===== src/rtl/frame_layer_sequencer.sv =====
// Per-frame scheduler for the shared VGA write port: starts each drawing
// engine in ascending layer order and forwards only the active layer's plots.
module frame_layer_sequencer #(
  parameter int NUM_LAYERS = 3,
  parameter int X_W        = 8,
  parameter int Y_W        = 7,
  parameter int COLOUR_W   = 3,
  parameter int TO_W       = 16
) (
  input  logic                           clk_i,
  input  logic                           resetn_i,
  input  logic                           run_i,
  input  logic                           frame_tick_i,
  output logic [NUM_LAYERS-1:0]          layer_start_o,
  input  logic [NUM_LAYERS-1:0]          layer_done_i,
  input  logic [NUM_LAYERS-1:0]          layer_plot_i,
  input  logic [NUM_LAYERS*X_W-1:0]      layer_x_i,
  input  logic [NUM_LAYERS*Y_W-1:0]      layer_y_i,
  input  logic [NUM_LAYERS*COLOUR_W-1:0] layer_colour_i,
  output logic                           vga_plot_o,
  output logic [X_W-1:0]                 vga_x_o,
  output logic [Y_W-1:0]                 vga_y_o,
  output logic [COLOUR_W-1:0]            vga_colour_o,
  output logic                           frame_busy_o,
  output logic                           frame_done_o,
  output logic                           timeout_o,
  output logic [7:0]                     overrun_cnt_o
);

  localparam int CUR_W = (NUM_LAYERS > 1) ? $clog2(NUM_LAYERS) : 1;
  localparam logic [CUR_W-1:0] LAST = CUR_W'(NUM_LAYERS - 1);

  typedef enum logic [2:0] {S_IDLE, S_START, S_RUN, S_NEXT, S_DONE} state_t;

  state_t             state_q, state_d;
  logic [CUR_W-1:0]   cur_q, cur_d;
  logic               pending_q, pending_d;
  logic [TO_W-1:0]    wd_q, wd_d;
  logic               timeout_q, timeout_d;
  logic [7:0]         ovr_q, ovr_d;
  logic               vga_plot_q;
  logic [X_W-1:0]     vga_x_q;
  logic [Y_W-1:0]     vga_y_q;
  logic [COLOUR_W-1:0] vga_colour_q;

  logic tick_acc, busy, accept;

  assign tick_acc = run_i & frame_tick_i;
  assign busy     = (state_q != S_IDLE);
  assign accept   = (state_q == S_RUN) & layer_plot_i[cur_q];

  // Control state, layer index, watchdog, pending tick and sticky status.
  always_ff @(posedge clk_i or negedge resetn_i) begin
    if (!resetn_i) begin
      state_q   <= S_IDLE;
      cur_q     <= '0;
      pending_q <= 1'b0;
      wd_q      <= '0;
      timeout_q <= 1'b0;
      ovr_q     <= '0;
    end else begin
      state_q   <= state_d;
      cur_q     <= cur_d;
      pending_q <= pending_d;
      wd_q      <= wd_d;
      timeout_q <= timeout_d;
      ovr_q     <= ovr_d;
    end
  end

  // Next-state sequencing through layers plus overrun bookkeeping.
  always_comb begin
    state_d       = state_q;
    cur_d         = cur_q;
    pending_d     = pending_q;
    wd_d          = wd_q;
    timeout_d     = timeout_q;
    ovr_d         = ovr_q;
    layer_start_o = '0;
    case (state_q)
      S_IDLE: begin
        if (tick_acc | pending_q) begin
          state_d   = S_START;
          pending_d = 1'b0;
        end
      end
      S_START: begin
        layer_start_o[cur_q] = 1'b1;
        wd_d    = '0;
        state_d = S_RUN;
      end
      S_RUN: begin
        wd_d = wd_q + TO_W'(1);
        if (layer_done_i[cur_q]) begin
          state_d = S_NEXT;
        end else if (&wd_d) begin
          // Engine hung: skip it and flag, never restart the aborted layer.
          state_d   = S_NEXT;
          timeout_d = 1'b1;
        end
      end
      S_NEXT: begin
        if (cur_q == LAST) begin
          state_d = S_DONE;
        end else begin
          cur_d   = cur_q + CUR_W'(1);
          state_d = S_START;
        end
      end
      S_DONE: begin
        cur_d   = '0;
        state_d = S_IDLE;
      end
      default: state_d = S_IDLE;
    endcase
    // Only one frame is ever queued; extra ticks are just counted.
    if (tick_acc & (busy | pending_q)) begin
      if (ovr_q != 8'hFF) ovr_d = ovr_q + 8'd1;
    end
    if (tick_acc & busy) pending_d = 1'b1;
  end

  // Registered pixel path; coordinates hold unless the active layer plots.
  always_ff @(posedge clk_i or negedge resetn_i) begin
    if (!resetn_i) begin
      vga_plot_q   <= 1'b0;
      vga_x_q      <= '0;
      vga_y_q      <= '0;
      vga_colour_q <= '0;
    end else begin
      vga_plot_q <= accept;
      if (accept) begin
        vga_x_q      <= layer_x_i[cur_q*X_W +: X_W];
        vga_y_q      <= layer_y_i[cur_q*Y_W +: Y_W];
        vga_colour_q <= layer_colour_i[cur_q*COLOUR_W +: COLOUR_W];
      end
    end
  end

  assign vga_plot_o    = vga_plot_q;
  assign vga_x_o       = vga_x_q;
  assign vga_y_o       = vga_y_q;
  assign vga_colour_o  = vga_colour_q;
  assign frame_busy_o  = busy;
  assign frame_done_o  = (state_q == S_DONE);
  assign timeout_o     = timeout_q;
  assign overrun_cnt_o = ovr_q;

endmodule

===== config.mk =====
export PLATFORM = sky130hd
export DESIGN_NAME = frame_layer_sequencer
export DESIGN_NICKNAME = d
export VERILOG_FILES = /design/src/rtl/frame_layer_sequencer.sv
export SDC_FILE = /design/constraint.sdc
export NUM_CORES = 1
export LEC_CHECK = 0
export CAP_MARGIN = 20
export CORE_MARGIN = 2
export CORE_UTILIZATION = 46
export CTS_BUF_LIST = sky130_fd_sc_hd__clkbuf_16
export DETAILED_ROUTE_END_ITERATION = 8
export HOLD_SLACK_MARGIN = 0.02
export PLACE_DENSITY = 0.81
export SLEW_MARGIN = 20
export SYNTH_ARGS = -nofsm -noshare
export SYNTH_HDL_FRONTEND = slang
export SYNTH_SLANG_ARGS = --single-unit

===== constraint.sdc =====
create_clock -name clk_i -period 2.51 [get_ports clk_i]
set_input_delay 0.502 -clock clk_i [delete_from_list [all_inputs] [get_ports clk_i]]
set_output_delay 0.502 -clock clk_i [all_outputs]
set_load 0.01 [all_outputs]

==> metrics.md, run 1 <==
| Metric | Value |
|---|---|
| Standard-cell rows | 28 |
| TritonCTS sink count | 50 |
| Achievable frequency | ~430 MHz |
| Final Wtd Congestion | 0.8395 |
| Placement Setup Slack | slightly below 0.5 ns |
| Wire length of the first global-routing pass | 11.67 mm |
| Vertical die dimension | slightly above 80 microns |
| Overflow after GRT | 0 |
| Switching Fraction | 0.3904 |
| Final design instance area without fill | 3995 sq um |
| Post-synthesis net count | approximately 390 |
| Number of failing setup endpoints in the final timing report | 0 |
| Max-cap violations | 0 |
| Post-detailed-route count of antenna-violating nets | 0 |
| Wire length per cell | approximately 14 microns |
| Required time of the critical path | 2.01 ns |
| Routed vias/inst | approximately 5.3 |
| Tmin final | between 2 and 2.5 ns |
| Port Buffers | 96 |
| Buffer cell driving the clock tree root | sky130_fd_sc_hd__clkbuf_16 |
| Ys flop type | sky130_fd_sc_hd__dfrtp_1 |
| Standard cell core area | ~6000 sq um |
| Yosys cell types | 44 |
| Sequential area share after synthesis | 0.4439 |
| Slew at the pin with the worst max-slew slack | roughly 0.57 ns |
| Proportion of power drawn by flip-flops and latches | 0.330 |
| Number of buffers inserted to repair setup after CTS | 0 |
| Count of flip-flops with a built-in enable after synthesis | 0 |
| Post-Route Skew | 0.005992 ns |
| CP Class | reg2out |
| Number of antenna repair diodes | 0 |
| Per-instance average area after synthesis | 8.893 sq um |
| Count leader, synth | sky130_fd_sc_hd__dfrtp_1 |
| Source-to-sink clock delay at the later pin of the worst-skew pair | 0.29 ns |
| Routed wire length | 6.847 mm |
| Switching power total | approximately 0.0015 W |
| Yosys warning count | 0 |
| Post-synth ARST share | 1.000 |
| Yosys reg bits | 50 |
| Kind of end point of the critical path | output port |
| Internal Pwr Total | around 0.0023 W |
| Layout cell share with drive strength beyond 1 | 0.05882 |
| Effective utilization at floorplan | 0.4761 |
| Longest Clk Path Bufs | 2 |
| Endpoints failing hold | 0 |
| Detailed Route Iter0 Violations | 181 |
| Inserted Clock Buffers | 5 |
| Clock transition time at the flip-flop clock pins of the worst setup and hold paths | roughly 0.07 ns |
| Post-synthesis instance total | 317 |
| I/O pin total | 97 |
| Final-report max-slew violation count | 0 |
| Cell type with the highest aggregate area in the netlist | sky130_fd_sc_hd__dfrtp_1 |
| Total power divided by cell area | 947.9 nW/um^2 |
| Yosys top cell area share | 0.4439 |
| Final Worst Setup Slack | a little under 0.2 ns |
| Setup TNS after final layout | 0 ns |
| Signed area change from the synthesized netlist to the final layout | 41.72% |
| Worst hold path class | in2async |
| Peak supply drop | between 700 and 800 uV |
| DRC errors left | 0 |
| Leakage Power | roughly 1.7 nW |
| Largest cells by area after synthesis | sky130_fd_sc_hd__dfrtp_1, sky130_fd_sc_hd__o21ai_0, sky130_fd_sc_hd__mux2i_1, sky130_fd_sc_hd__nor2_1, sky130_fd_sc_hd__nand2_1 |
| Clk pwr share | 0.175 |
| Detail Placement HPWL | roughly 5.2 mm |
| Layout Nets | around 480 |
| Most frequent cells after synthesis | sky130_fd_sc_hd__dfrtp_1, sky130_fd_sc_hd__o21ai_0, sky130_fd_sc_hd__nor2_1 |
| Total Routing Usage GR | 0.2241 |
| Die Wd | a little over 80 microns |
| Cts repair resizes | 0 |
| Length of the first detailed-routing pass in iterations | 4 |
| Total number of H-tree levels | 2 |
| Largest net degree at the start of global routing | 34 |
| Worst-case reg-to-reg path depth | 6 |
| Combined area of all synthesized cells | around 2800 sq um |
| Combinational cell fraction of total power | 0.495 |
| Total Die Area | around 6800 sq um |
| Largest fanout on the critical path | 8 |
| Unrepaired setup endpoints after global routing | no |
| Share of the clock period used by the worst path after layout | 0.9232 |
| Placed cell areas | ~3800 sq um |
| Number of buffers inserted for hold repair after clock tree synthesis | 0 |
| Antenna violations before repair | 0 |
| Worst EP arrival | between 1.5 and 2 ns |
| DR vias | 2569 |
| Result of the run | completed |
| # fillers | between 400 and 500 |
| Worst slew margin relative to its limit | 0.6224 |
| Critical Path Source Type | flip-flop |
| Clock tree from TritonCTS | built |
| Via count of the first global-routing pass | between 2000 and 3000 |
## power groups by stage
stage / Combinational, W / Sequential (W) / Clock [W]
final: 0.00187 / 0.00125 / 0.000664
after CTS: 0.00190 / 0.00125 / 0.000684
after global placement: 0.00183 / 0.00125 / 0
after detailed placement: 0.00188 / 0.00126 / 0
after floorplan: 0.00110 / 0.00128 / 0
after global routing: 0.00209 / 0.00129 / 0.000717
## cell type report
| class | count | area (sq um) | area share |
|---|---|---|---|
| Clock buffer | 5 | 125.1 | 0.03132 |
| Sequential cell | 50 | 1251 | 0.3132 |
| Inverter | 8 | 30.03 | 0.007516 |
| Tap cell | 75 | 93.84 | 0.02349 |
| Clock inverter | 3 | 21.27 | 0.005324 |
| Multi-Input combinational cell | 240 | 1448 | 0.3624 |
| Timing Repair Buffer | 102 | 1026 | 0.2568 |
## final timing paths
path	start	end	slack [ns]
worst min register to register	vga_y_o[2]	vga_y_o[2]	0.48
worst max register to register	wd_q[0]	state_q[0]	0.37
min in group clk_i	vga_y_o[2]	vga_y_o[2]	0.48
worst max-delay path	state_q[0]	layer_start_o[2]	0.19
worst min-delay path	resetn_i	vga_x_o[0]	0.17
max in group asynchronous	resetn_i	state_q[2]	1.83
## flip-flops by register name, indices dropped and copies added (netlist names)
| register | count |
|---|---|
| state_q | 3 |
| cur_q | 2 |
| vga_y_o | 7 |
| timeout_o | 1 |
| vga_plot_o | 1 |
| pending_q | 1 |
| vga_x_o | 8 |
| wd_q | 16 |
| overrun_cnt_o | 8 |
| vga_colour_o | 3 |
## worst max-delay path, cell delays in order, from the launching register on
cell                              delay (ns)
sky130_fd_sc_hd__dfrtp_1                0.45
sky130_fd_sc_hd__or2b_1                 0.27
sky130_fd_sc_hd__nor2_1                 0.14
sky130_fd_sc_hd__and2_1                 0.14
sky130_fd_sc_hd__clkdlybuf4s50_1        0.52
## kinds of logic (layout without fill, tap and decap cells)
group | count (synthesis) | after routing | share of synthesized area
compound gates | 88 | 88 | 0.1824
xor+xnor | 11 | 11 | 0.03418
fa+ha+maj | 6 | 6 | 0.02663
buf+inv | 27 | 118 | 0.04261
flops | 50 | 50 | 0.4439
mux | 21 | 21 | 0.07501
simple gates | 114 | 114 | 0.1953
## per-stage QoR
| step | power (W) | std cells | hold slack (ns) | utilization |
|---|---|---|---|---|
| finish | 0.003787 | 483 | 0.1671 | 0.6748 |
| global route | 0.004092 | 483 | 0.2089 | 0.6748 |
| CTS | 0.003833 | 483 | 0.1772 | 0.6748 |
| detailed placement | 0.003147 | 475 | 0.4662 | 0.6500 |
| global placement | 0.003080 | 475 | 0.4624 | 0.6500 |
| floorplan | 0.002381 | 317 | 0.2064 | - |
## cell usage in the layout, fill, tap and decap left out, drive strengths merged, types with 6 or more instances in the layout
cell type       n
nand3           7
inv             8
mux2i          20
a21oi          25
dfrtp          50
nand4           9
clkdlybuf4s50  95
buf             7
nand2          34
ha              6
and2            6
xnor2           6
o21ai          44
nor2           40
## per-layer routing
metal | routed length (microns) | GRT usage | up-vias
met5 | 0 | 0 | -
met4 | 112 | 0.06833 | 0
met3 | 347 | 0.04565 | 8
met2 | 3571 | 0.4073 | 79
met1 | 2816 | 0.2639 | 1191
li1 | - | - | 1291
Note: power is estimated with default switching activity, not from simulation.
==> run 2, diff against run 1 <==
- SETUP_SLACK_MARGIN: default -> 0.2
==> run 2 against run 1 <==
Die area stayed put. Clock skew is essentially flat. Critical path depth is 1 lower. Worst setup slack better by 0.078 ns. Wire length decreased by 0.26%. Flip-flop and latch count did not move. Clock-buffer cell count unchanged.
==> metrics.md, run 2 (synthesis gave the netlist of run 1 again) <==
| Metric | Value |
|---|---|
| Overflow after GRT | 0 |
| Largest fanout on the critical path | 5 |
| Required time of the critical path | ~2 ns |
| Leakage Power | 1.753 nW |
| DRC errors left | 0 |
| Antenna violations before repair | 0 |
| Worst-case reg-to-reg path depth | 6 |
| TritonCTS sink count | 50 |
| Die Wd | 82.28 microns |
| Result of the run | completed |
| Port Buffers | 96 |
| Largest net degree at the start of global routing | 34 |
| Largest register FFs | 16 |
| Standard-cell rows | 28 |
| Commonest non-fill, non-tap cell in the layout | sky130_fd_sc_hd__clkdlybuf4s50_1 |
| Number of buffers inserted for hold repair after clock tree synthesis | 0 |
| Achievable frequency | 446.5 MHz |
| Tmin final | ~2.2 ns |
| Clock tree from TritonCTS | built |
| Clock transition time at the flip-flop clock pins of the worst setup and hold paths | roughly 0.07 ns |
| Layout cell share with drive strength beyond 1 | 0.07090 |
| Routed wire length | between 6 and 7 mm |
| Share of the clock period used by the worst path after layout | 0.8922 |
| Most used cells in the layout excluding fill and tap cells | sky130_fd_sc_hd__clkdlybuf4s50_1, sky130_fd_sc_hd__dfrtp_1, sky130_fd_sc_hd__o21ai_0 |
| Standard cell core area | between 5000 and 6000 sq um |
| Post-detailed-route count of antenna-violating nets | 0 |
| Final-report max-slew violation count | 0 |
| Total Routing Usage GR | 0.2241 |
| Biggest register | wd_q |
| Layout Utilization | 0.6779 |
| Final design instance area without fill | ~4000 sq um |
| Total power divided by cell area | roughly 950 nW/um^2 |
| Peak supply drop | 730.4 uV |
| Layout Nets | about 480 |
| Tightest hold margin | 0.1648 ns |
| Detail Placement HPWL | roughly 5.2 mm |
| Signed area change from the synthesized netlist to the final layout | 42.39% |
| Total Die Area | approximately 6800 sq um |
| Via count of the first global-routing pass | between 2000 and 3000 |
| Longest Clk Path Bufs | 2 |
| Reg2Reg Capture Point | state_q[0] |
| Final Wtd Congestion | 0.8395 |
| FF-to-FF setup slack | 0.39 ns |
| Worst slew margin relative to its limit | 0.6222 |
| Effective utilization at floorplan | 0.4761 |
| CP max-delay cell | sky130_fd_sc_hd__clkdlybuf4s50_1 |
| Placed cell areas | about 3800 sq um |
| DR vias | around 2600 |
| Buffer cell driving the clock tree root | sky130_fd_sc_hd__clkbuf_16 |
| Total instance count after detailed placement | approximately 480 |
| Setup TNS after final layout | 0 ns |
| Source-to-sink clock delay at the later pin of the worst-skew pair | 0.29 ns |
| Inserted Clock Buffers | 5 |
| Number of antenna repair diodes | 0 |
| Routed vias/inst | 5.322 |
| Detailed Route Iter0 Violations | between 150 and 200 |
| Wire length per cell | around 14 microns |
| Post-Route Skew | 0.005792 ns |
| Worst reg2reg startpoint | wd_q[0] |
| CP Class | reg2out |
| Length of the first detailed-routing pass in iterations | 4 |
| Slew at the pin with the worst max-slew slack | 0.5653 ns |
| Unrepaired setup endpoints after global routing | yes |
| Endpoints failing hold | 0 |
| Number of standard cells in the layout, taps in and fillers out | about 480 |
| Critical Path Source Type | flip-flop |
| Vertical die dimension | between 80 and 90 microns |
| Number of failing setup endpoints in the final timing report | 0 |
| Kind of end point of the critical path | output port |
| Worst EP arrival | between 1.5 and 2 ns |
| Largest incremental delay on the critical path | 0.50 ns |
| Total number of H-tree levels | 2 |
| Critical path, cell by cell | buf_4, or3_4, clkdlybuf4s50_1 |
| I/O pin total | 97 |
| Worst hold path class | in2async |
| Wire length of the first global-routing pass | between 10 and 15 mm |
| Max-cap violations | 0 |
-- run 2: cell types whose count changed in the layout (fill, tap and decap cells not counted), sizes merged --
| cell | previous run | this run |
|---|---|---|
| dlymetal6s2s | 0 | 2 |
| buf | 7 | 8 |
| clkdlybuf4s50 | 95 | 93 |
-- run 2: metrics by stage --
step	worst slack, ns	power (W)
final	0.2706	0.003801
after global routing	0.1864	0.004108
after CTS	0.2184	0.003835
after detailed placement	0.4813	0.003147
after global placement	0.5258	0.003080
after floorplan	0.7702	0.002381
-- run 2: worst max path at each step --
stage	start	end	slack, ns	cells after the start
finish	state_q[0]	frame_busy_o	0.27	3
detailed placement	wd_q[0]	state_q[0]	0.48	6
global route	state_q[2]	layer_start_o[1]	0.19	4
floorplan	cur_q[1]	layer_start_o[0]	0.77	5
CTS	state_q[2]	layer_start_o[2]	0.22	4
global placement	state_q[0]	layer_start_o[2]	0.53	4
-- run 2: timing repair --
item,4_1_cts,5_1_grt
endpoints found under the hold margin,0,0
endpoints found under the setup margin,3,4
setup buffers,0,1
gates resized for setup,1,5
-- run 2: per-layer routing --
layer  global-route usage  part of all wire
met1               0.2639              0.41
met2               0.4073              0.52
met3              0.04565             0.048
met4              0.06833             0.016
met5                    0                 0
-- run 2: cell type report --
cell class / count / area [sq um]
fillers: 493 / 1907
multi-input cells: 240 / 1450
clock inverters: 3 / 21.27
clock buffers: 5 / 125.1
flip-flops and latches: 50 / 1255
repair buffers: 103 / 1039
well taps: 75 / 93.84
inverters: 8 / 30.03
-- run 2: where the power goes --
| group | internal, W | leakage [nW] | switching (W) |
|---|---|---|---|
| combinational | 0.000910 | 1.03 | 0.000980 |
| sequential | 0.00104 | 0.653 | 0.000204 |
| clock | 0.000369 | 0.0698 | 0.000295 |
-- run 2: worst max-delay path: cells and delay by family, from the launching register on --
kind	cells	cell delay, ns
buffers and inverters	2	0.65
flip-flops	1	0.42
AND/OR/NAND/NOR	1	0.37
